<file path="src/rtl/uart_image_loader.sv">
// uart_image_loader
//   Receives 8N1 UART bytes (LSB first) and writes them as consecutive pixels
//   into an external image memory. After NUM_PIXELS bytes the frame is held
//   (image_ready) until the downstream network acknowledges it.
//
// Parameters
//   CLKS_PER_BIT : clk cycles per UART bit (>= 4)
//   NUM_PIXELS   : bytes per frame
//   ADDR_W       : pixel address width (2**ADDR_W >= NUM_PIXELS)
//
// Ports
//   clk          : single clock, rising edge
//   reset        : asynchronous active-high reset
//   rx_serial    : asynchronous UART line, idle high
//   image_ack    : one-cycle pulse releasing a held frame
//   wr_en        : one-cycle pixel write strobe
//   wr_addr      : pixel index of the write
//   wr_data      : pixel byte of the write
//   image_ready  : level, a full frame is in memory
//   busy         : frame partially received
//   frame_error  : sticky, a stop bit was sampled low
//   overrun      : sticky, a byte arrived while a frame was held
module uart_image_loader #(
    parameter int CLKS_PER_BIT = 100,
    parameter int NUM_PIXELS   = 784,
    parameter int ADDR_W       = 10
) (
    input  logic              clk,
    input  logic              reset,
    input  logic              rx_serial,
    input  logic              image_ack,
    output logic              wr_en,
    output logic [ADDR_W-1:0] wr_addr,
    output logic [7:0]        wr_data,
    output logic              image_ready,
    output logic              busy,
    output logic              frame_error,
    output logic              overrun
);

    localparam int TIMER_W = $clog2(CLKS_PER_BIT);

    // Terminal counts: the start bit is checked at its midpoint, every later
    // sample is one full bit period after the previous one.
    localparam logic [TIMER_W-1:0] HALF_LAST  = TIMER_W'(CLKS_PER_BIT / 2 - 1);
    localparam logic [TIMER_W-1:0] BIT_LAST   = TIMER_W'(CLKS_PER_BIT - 1);
    localparam logic [ADDR_W-1:0]  LAST_PIXEL = ADDR_W'(NUM_PIXELS - 1);

    typedef enum logic [2:0] {
        IDLE,
        START,
        DATA,
        STOP,
        CLEANUP
    } state_t;

    state_t              state;
    logic                rx_meta;
    logic                rx_sync;
    logic [TIMER_W-1:0]  timer;
    logic [2:0]          bit_idx;
    logic [7:0]          shift;
    logic [ADDR_W-1:0]   pix_idx;

    // Both synchronizer flops reset to the idle (high) line level so that
    // leaving reset never looks like a start bit.
    always_ff @(posedge clk or posedge reset) begin
        if (reset) begin
            rx_meta <= 1'b1;
            rx_sync <= 1'b1;
        end else begin
            rx_meta <= rx_serial;
            rx_sync <= rx_meta;
        end
    end

    always_ff @(posedge clk or posedge reset) begin
        if (reset) begin
            state       <= IDLE;
            timer       <= '0;
            bit_idx     <= '0;
            shift       <= '0;
            pix_idx     <= '0;
            wr_en       <= 1'b0;
            wr_addr     <= '0;
            wr_data     <= '0;
            image_ready <= 1'b0;
            frame_error <= 1'b0;
            overrun     <= 1'b0;
        end else begin
            wr_en <= 1'b0;

            if (image_ack && image_ready)
                image_ready <= 1'b0;
            // Written after the ack clear so that completing a frame wins over
            // an ack on the same cycle; that ack saw image_ready low anyway.
            if (wr_en && (wr_addr == LAST_PIXEL))
                image_ready <= 1'b1;

            case (state)
                IDLE: begin
                    timer   <= '0;
                    bit_idx <= '0;
                    if (!rx_sync)
                        state <= START;
                end

                START: begin
                    if (timer == HALF_LAST) begin
                        timer <= '0;
                        // A line that is high again at mid start bit was a glitch.
                        state <= rx_sync ? IDLE : DATA;
                    end else begin
                        timer <= timer + 1'b1;
                    end
                end

                DATA: begin
                    if (timer == BIT_LAST) begin
                        timer          <= '0;
                        shift[bit_idx] <= rx_sync;
                        if (bit_idx == 3'd7)
                            state <= STOP;
                        else
                            bit_idx <= bit_idx + 3'd1;
                    end else begin
                        timer <= timer + 1'b1;
                    end
                end

                STOP: begin
                    if (timer == BIT_LAST) begin
                        timer <= '0;
                        state <= CLEANUP;
                        // The write strobe is registered here so that it is
                        // high exactly during the single CLEANUP cycle.
                        if (!rx_sync) begin
                            frame_error <= 1'b1;
                        end else if (image_ready) begin
                            overrun <= 1'b1;
                        end else begin
                            wr_en   <= 1'b1;
                            wr_addr <= pix_idx;
                            wr_data <= shift;
                            pix_idx <= (pix_idx == LAST_PIXEL) ? '0 : pix_idx + 1'b1;
                        end
                    end else begin
                        timer <= timer + 1'b1;
                    end
                end

                CLEANUP: state <= IDLE;

                default: state <= IDLE;
            endcase
        end
    end

    assign busy = (pix_idx != '0) && !image_ready;

endmodule

</file>
<file path="config.mk">
export PLATFORM = sky130hd
export DESIGN_NAME = uart_image_loader
export DESIGN_NICKNAME = d
export VERILOG_FILES = /design/src/rtl/uart_image_loader.sv
export SDC_FILE = /design/constraint.sdc
export NUM_CORES = 1
export LEC_CHECK = 0
export ABC_AREA = 1
export BUFFER_PORTS_ARGS = -buffer_cell sky130_fd_sc_hd__buf_4
export CORE_ASPECT_RATIO = 0.75
export CORE_MARGIN = 8
export CORE_UTILIZATION = 55
export CTS_CLUSTER_SIZE = 25
export DETAILED_ROUTE_END_ITERATION = 7
export MAX_ROUTING_LAYER = met4
export PLACE_DENSITY = 0.73
export SYNTH_ARGS = -nofsm -noshare
export SYNTH_HDL_FRONTEND = slang
export SYNTH_SLANG_ARGS = --single-unit
</file>
<file path="constraint.sdc">
create_clock -name clk -period 4.05 [get_ports clk]
set_input_delay 0.81 -clock clk [delete_from_list [all_inputs] [get_ports clk]]
set_output_delay 0.81 -clock clk [all_outputs]
set_load 0.005 [all_outputs]
</file>
==> implementation parameters <==
Parameter                              Value

Power
  VDD IR max ... ~0.22 mV
  Leakage power ... ~0.0016 uW
  Cell area power density ... 301 mW/mm^2

Timing
  Final hold slack ... about 0.36 ns
  Top achievable clock speed ... 446 MHz
  Worst-Margin Slew ... 0.495 ns
  Final TNS setup ... 0 ns
  Crit path time final ... 2.24 ns
  Final count of hold timing violations ... 0
  Share of the clock period used by the worst path after layout ... a little under three fifths
  Finish-stage setup viols ... 0
  Slew Viols, Final ... 0
  Worst clock skew on the final layout ... 0.00364 ns
  Worst slew margin relative to its limit ... 67.0%
  Setup repair after global routing missed its margin ... false

Job
  Number of max-cap violations ... 0

CTS
  H-Tree Level Count ... 2
  Clock buffer depth ... 2
  Clock-pin transition on the worst setup and hold timing paths ... 0.09 ns
  Setup fix buffers added after clock tree synthesis ... 0
  Cts repair resizes ... 0
  Clk root buf ... sky130_fd_sc_hd__clkbuf_8
  Clock tree from TritonCTS ... yes
  Number of sinks handled by clock tree synthesis ... 55
  TritonCTS buffer count ... 5
  Worst-Skew Late Latency ... 0.30 ns
  Post-cts hold buffer count ... 0

Synth
  Mapped Area ... 0.00281 mm^2
  Share of the yosys chip area belonging to registers ... roughly 49%
  Warnings from Yosys ... 0
  Leading register cell type out of synthesis ... sky130_fd_sc_hd__dfrtp_1
  Leading post-synthesis cells by instance count ... 95 x sky130_fd_sc_hd__nand2_1, 61 x sky130_fd_sc_hd__nor2_1, 53 x sky130_fd_sc_hd__dfrtp_1
  Share of the synthesized area in the top cell type ... 47.2%
  Post-Syn Instances ... about 350
  Number of synthesized flops with an enable pin ... 0
  Post-synthesis cell type count ... 28
  Ys async rst share ... 100%
  Top cells by area in the synthesized netlist ... sky130_fd_sc_hd__dfrtp_1 47%, sky130_fd_sc_hd__nand2_1 13%, sky130_fd_sc_hd__nor2_1 8.2%
  Number of nets produced by synthesis ... 359
  Most repeated cell in the gate-level netlist after synthesis ... sky130_fd_sc_hd__nand2_1
  Flip-flop and latch count after synthesis ... between 50 and 60
  Library cell occupying the most area in the post-synthesis netlist ... sky130_fd_sc_hd__dfrtp_1
  Synthesized area per cell ... just over 8 um^2

Cells and area
  Post-Layout Inst Area ... 0.00313 mm^2
  Fin util ... between 60% and 70%
  Fraction of final layout cells with drive strength greater than 1 ... 14.6%
  Antenna cell count ... 0
  Total number of nets in the final design ... roughly 390
  Layout overhead on the synthesized area ... 11.6%
  Fill count ... 429

Route
  Total Routed Length ... 5650 um
  Total via count after detailed routing ... 2243
  DRC marker count from the first detailed-route iteration ... around 120
  Wire length per cell after detailed routing ... 13.0 um
  Iteration count of the initial detailed-routing pass ... 4
  Number of design rule violations left after detail routing ... 0
  Number of antenna-violating nets in the routed design ... 0
  Via density per instance ... ~5

Floorplan
  Area of the core region ... 0.00490 mm^2
  Effective utilization at floorplan ... 57.3%
  Die W ... ~99 um
  Die height ... 77.9 um
  Top Ports ... 27
  Floorplan row count ... 22
  Die Footprint ... about 0.0077 mm^2

Worst hold path
  Startpoint of the most critical hold path ... rx_meta
  Worst hold path endpoint ... rx_sync
  Class of the most critical hold timing path ... flop to flop
  Number of stages on the worst hold path ... 0

Placed design
  Number of port buffers ... 26
  Hpwl dp ... ~4000 um
  Placed Instance Area ... 0.00302 mm^2
  Global placer's final weighted congestion ... roughly 0.84

Worst setup path
  Type of element capturing the critical path ... output port
  Register-to-register setup slack ... 2.37 ns
  Critical path data required time ... 3.24 ns
  Critical path startpoint category ... flop
  Number of cells traversed by the worst register-to-register path ... 7
  Reg2reg end ... pix_idx[9]
  Source of the worst register-to-register timing path ... rx_sync
  Worst-path maximum fanout ... 4
  Arrival time reported for the critical path endpoint ... 1.43 ns
  Start-to-end type of the worst setup path ... flop to output port

GRT
  First-pass GRT wire length ... 9740 um
  Gr usage total ... 15.8%
  Fraction of met1 tracks used by global routing ... 21.8%
  GR peak layer ... met2
  Met3 capacity usage during global routing ... 4.01%
  Initial antenna violation count ... 0
  Gr ovfl total ... 0
  Vias in the first global route ... 2063
  Largest net degree at the start of global routing ... 37
  Grt met2 use ... between 20% and 30%

Run status
  Result of the run ... complete, no violations
[stage by stage]
| step | total power [uW] | cells | setup slack [ns] |
|---|---|---|---|
| 2_1_floorplan | 573 | 349 | 1.90 |
| 5_1_grt | 975 | 436 | 1.68 |
| 3_5_place_dp | 580 | 428 | 2.15 |
| 6_report | 943 | 436 | 1.81 |
| 3_3_place_gp | 580 | 428 | 2.21 |
| 4_1_cts | 953 | 436 | 1.81 |
[sequential cells by signal, summed over array words and instances, names as in the netlist, 3 cells and up]
signal   count
shift        8
timer        7
pix_idx     10
state        3
wr_data      8
bit_idx      3
wr_addr     10
[logic make-up (layout without fill, tap and decap cells)]
logic type	after synthesis	after routing	synth area share (%)
compound gates	26	26	5.30
simple gates	211	211	33.5
fa+ha+maj	6	6	2.67
buf+inv	44	71	7.30
flops	55	55	49.1
xor+xnor	7	7	2.18
[power by group]
part	internal (uW)	switching (uW)
Clock	200	175
Sequential	551	2.04
Combinational	3.17	12.5
[cell usage in the layout (no fill, tap or decap)]
cell                        netlist  layout
sky130_fd_sc_hd__nand3_1         27      27
sky130_fd_sc_hd__nor2_2           2       2
sky130_fd_sc_hd__nand3b_1         1       1
sky130_fd_sc_hd__inv_2            1       2
sky130_fd_sc_hd__o21ai_1         13      13
sky130_fd_sc_hd__o21ai_2          2       2
sky130_fd_sc_hd__bufinv_16        0       1
sky130_fd_sc_hd__dfrtp_1         53      53
sky130_fd_sc_hd__ha_1             6       6
sky130_fd_sc_hd__nor2_1          61      61
sky130_fd_sc_hd__buf_4            0      27
sky130_fd_sc_hd__inv_1           34      33
sky130_fd_sc_hd__nor3_1           2       2
sky130_fd_sc_hd__xor2_1           5       5
sky130_fd_sc_hd__o21bai_1         3       3
sky130_fd_sc_hd__xnor2_1          2       2
sky130_fd_sc_hd__clkinv_1         1       1
sky130_fd_sc_hd__nand3_2          1       1
sky130_fd_sc_hd__nand2_1         95      95
sky130_fd_sc_hd__a41oi_1          1       1
sky130_fd_sc_hd__clkinv_2         0       1
sky130_fd_sc_hd__a21oi_1          1       1
sky130_fd_sc_hd__o21ai_0          6       6
sky130_fd_sc_hd__clkbuf_8         0       6
sky130_fd_sc_hd__nand4_1         11      11
sky130_fd_sc_hd__dfstp_2          2       2
sky130_fd_sc_hd__nand2_2          4       4
sky130_fd_sc_hd__nand3_4          1       1
sky130_fd_sc_hd__nor2_4           6       6
[critical path, stage by stage (launching register included)]
cell and delay [ns]:
sky130_fd_sc_hd__dfrtp_1 0.43, sky130_fd_sc_hd__inv_1 0.15, sky130_fd_sc_hd__nand2_1 0.07, sky130_fd_sc_hd__nor2_1 0.18, sky130_fd_sc_hd__a41oi_1 0.14, sky130_fd_sc_hd__buf_4 0.16
[worst max-delay path by stage]
stage / startpoint / endpoint / cells past startpoint
final: pix_idx[5] / busy / 5
after detailed placement: pix_idx[5] / busy / 5
after CTS: pix_idx[5] / busy / 5
after global placement: pix_idx[5] / busy / 5
after floorplan: reset / bit_idx[0] / 1
after global routing: pix_idx[5] / busy / 5
[area by class of cell]
| type | instances | area (um^2) | share of cell area (%) |
|---|---|---|---|
| clock buffer | 6 | 82.6 | 2.63 |
| clock inverter | 2 | 35.0 | 1.12 |
| inverter | 36 | 135 | 4.31 |
| multi-input combinational | 250 | 1220 | 39.1 |
| sequential | 55 | 1380 | 44.0 |
| tap | 60 | 75.1 | 2.40 |
| timing repair buffer | 27 | 203 | 6.47 |
[per-layer routing]
layer / vias to the layer above / share of wire (%)
li1: 1156 / -
met1: 1040 / 52
met2: 41 / 42
met3: 6 / 5.2
met4: 0 / 0.81
met5: - / 0
Power figures use the tool's default switching activity.
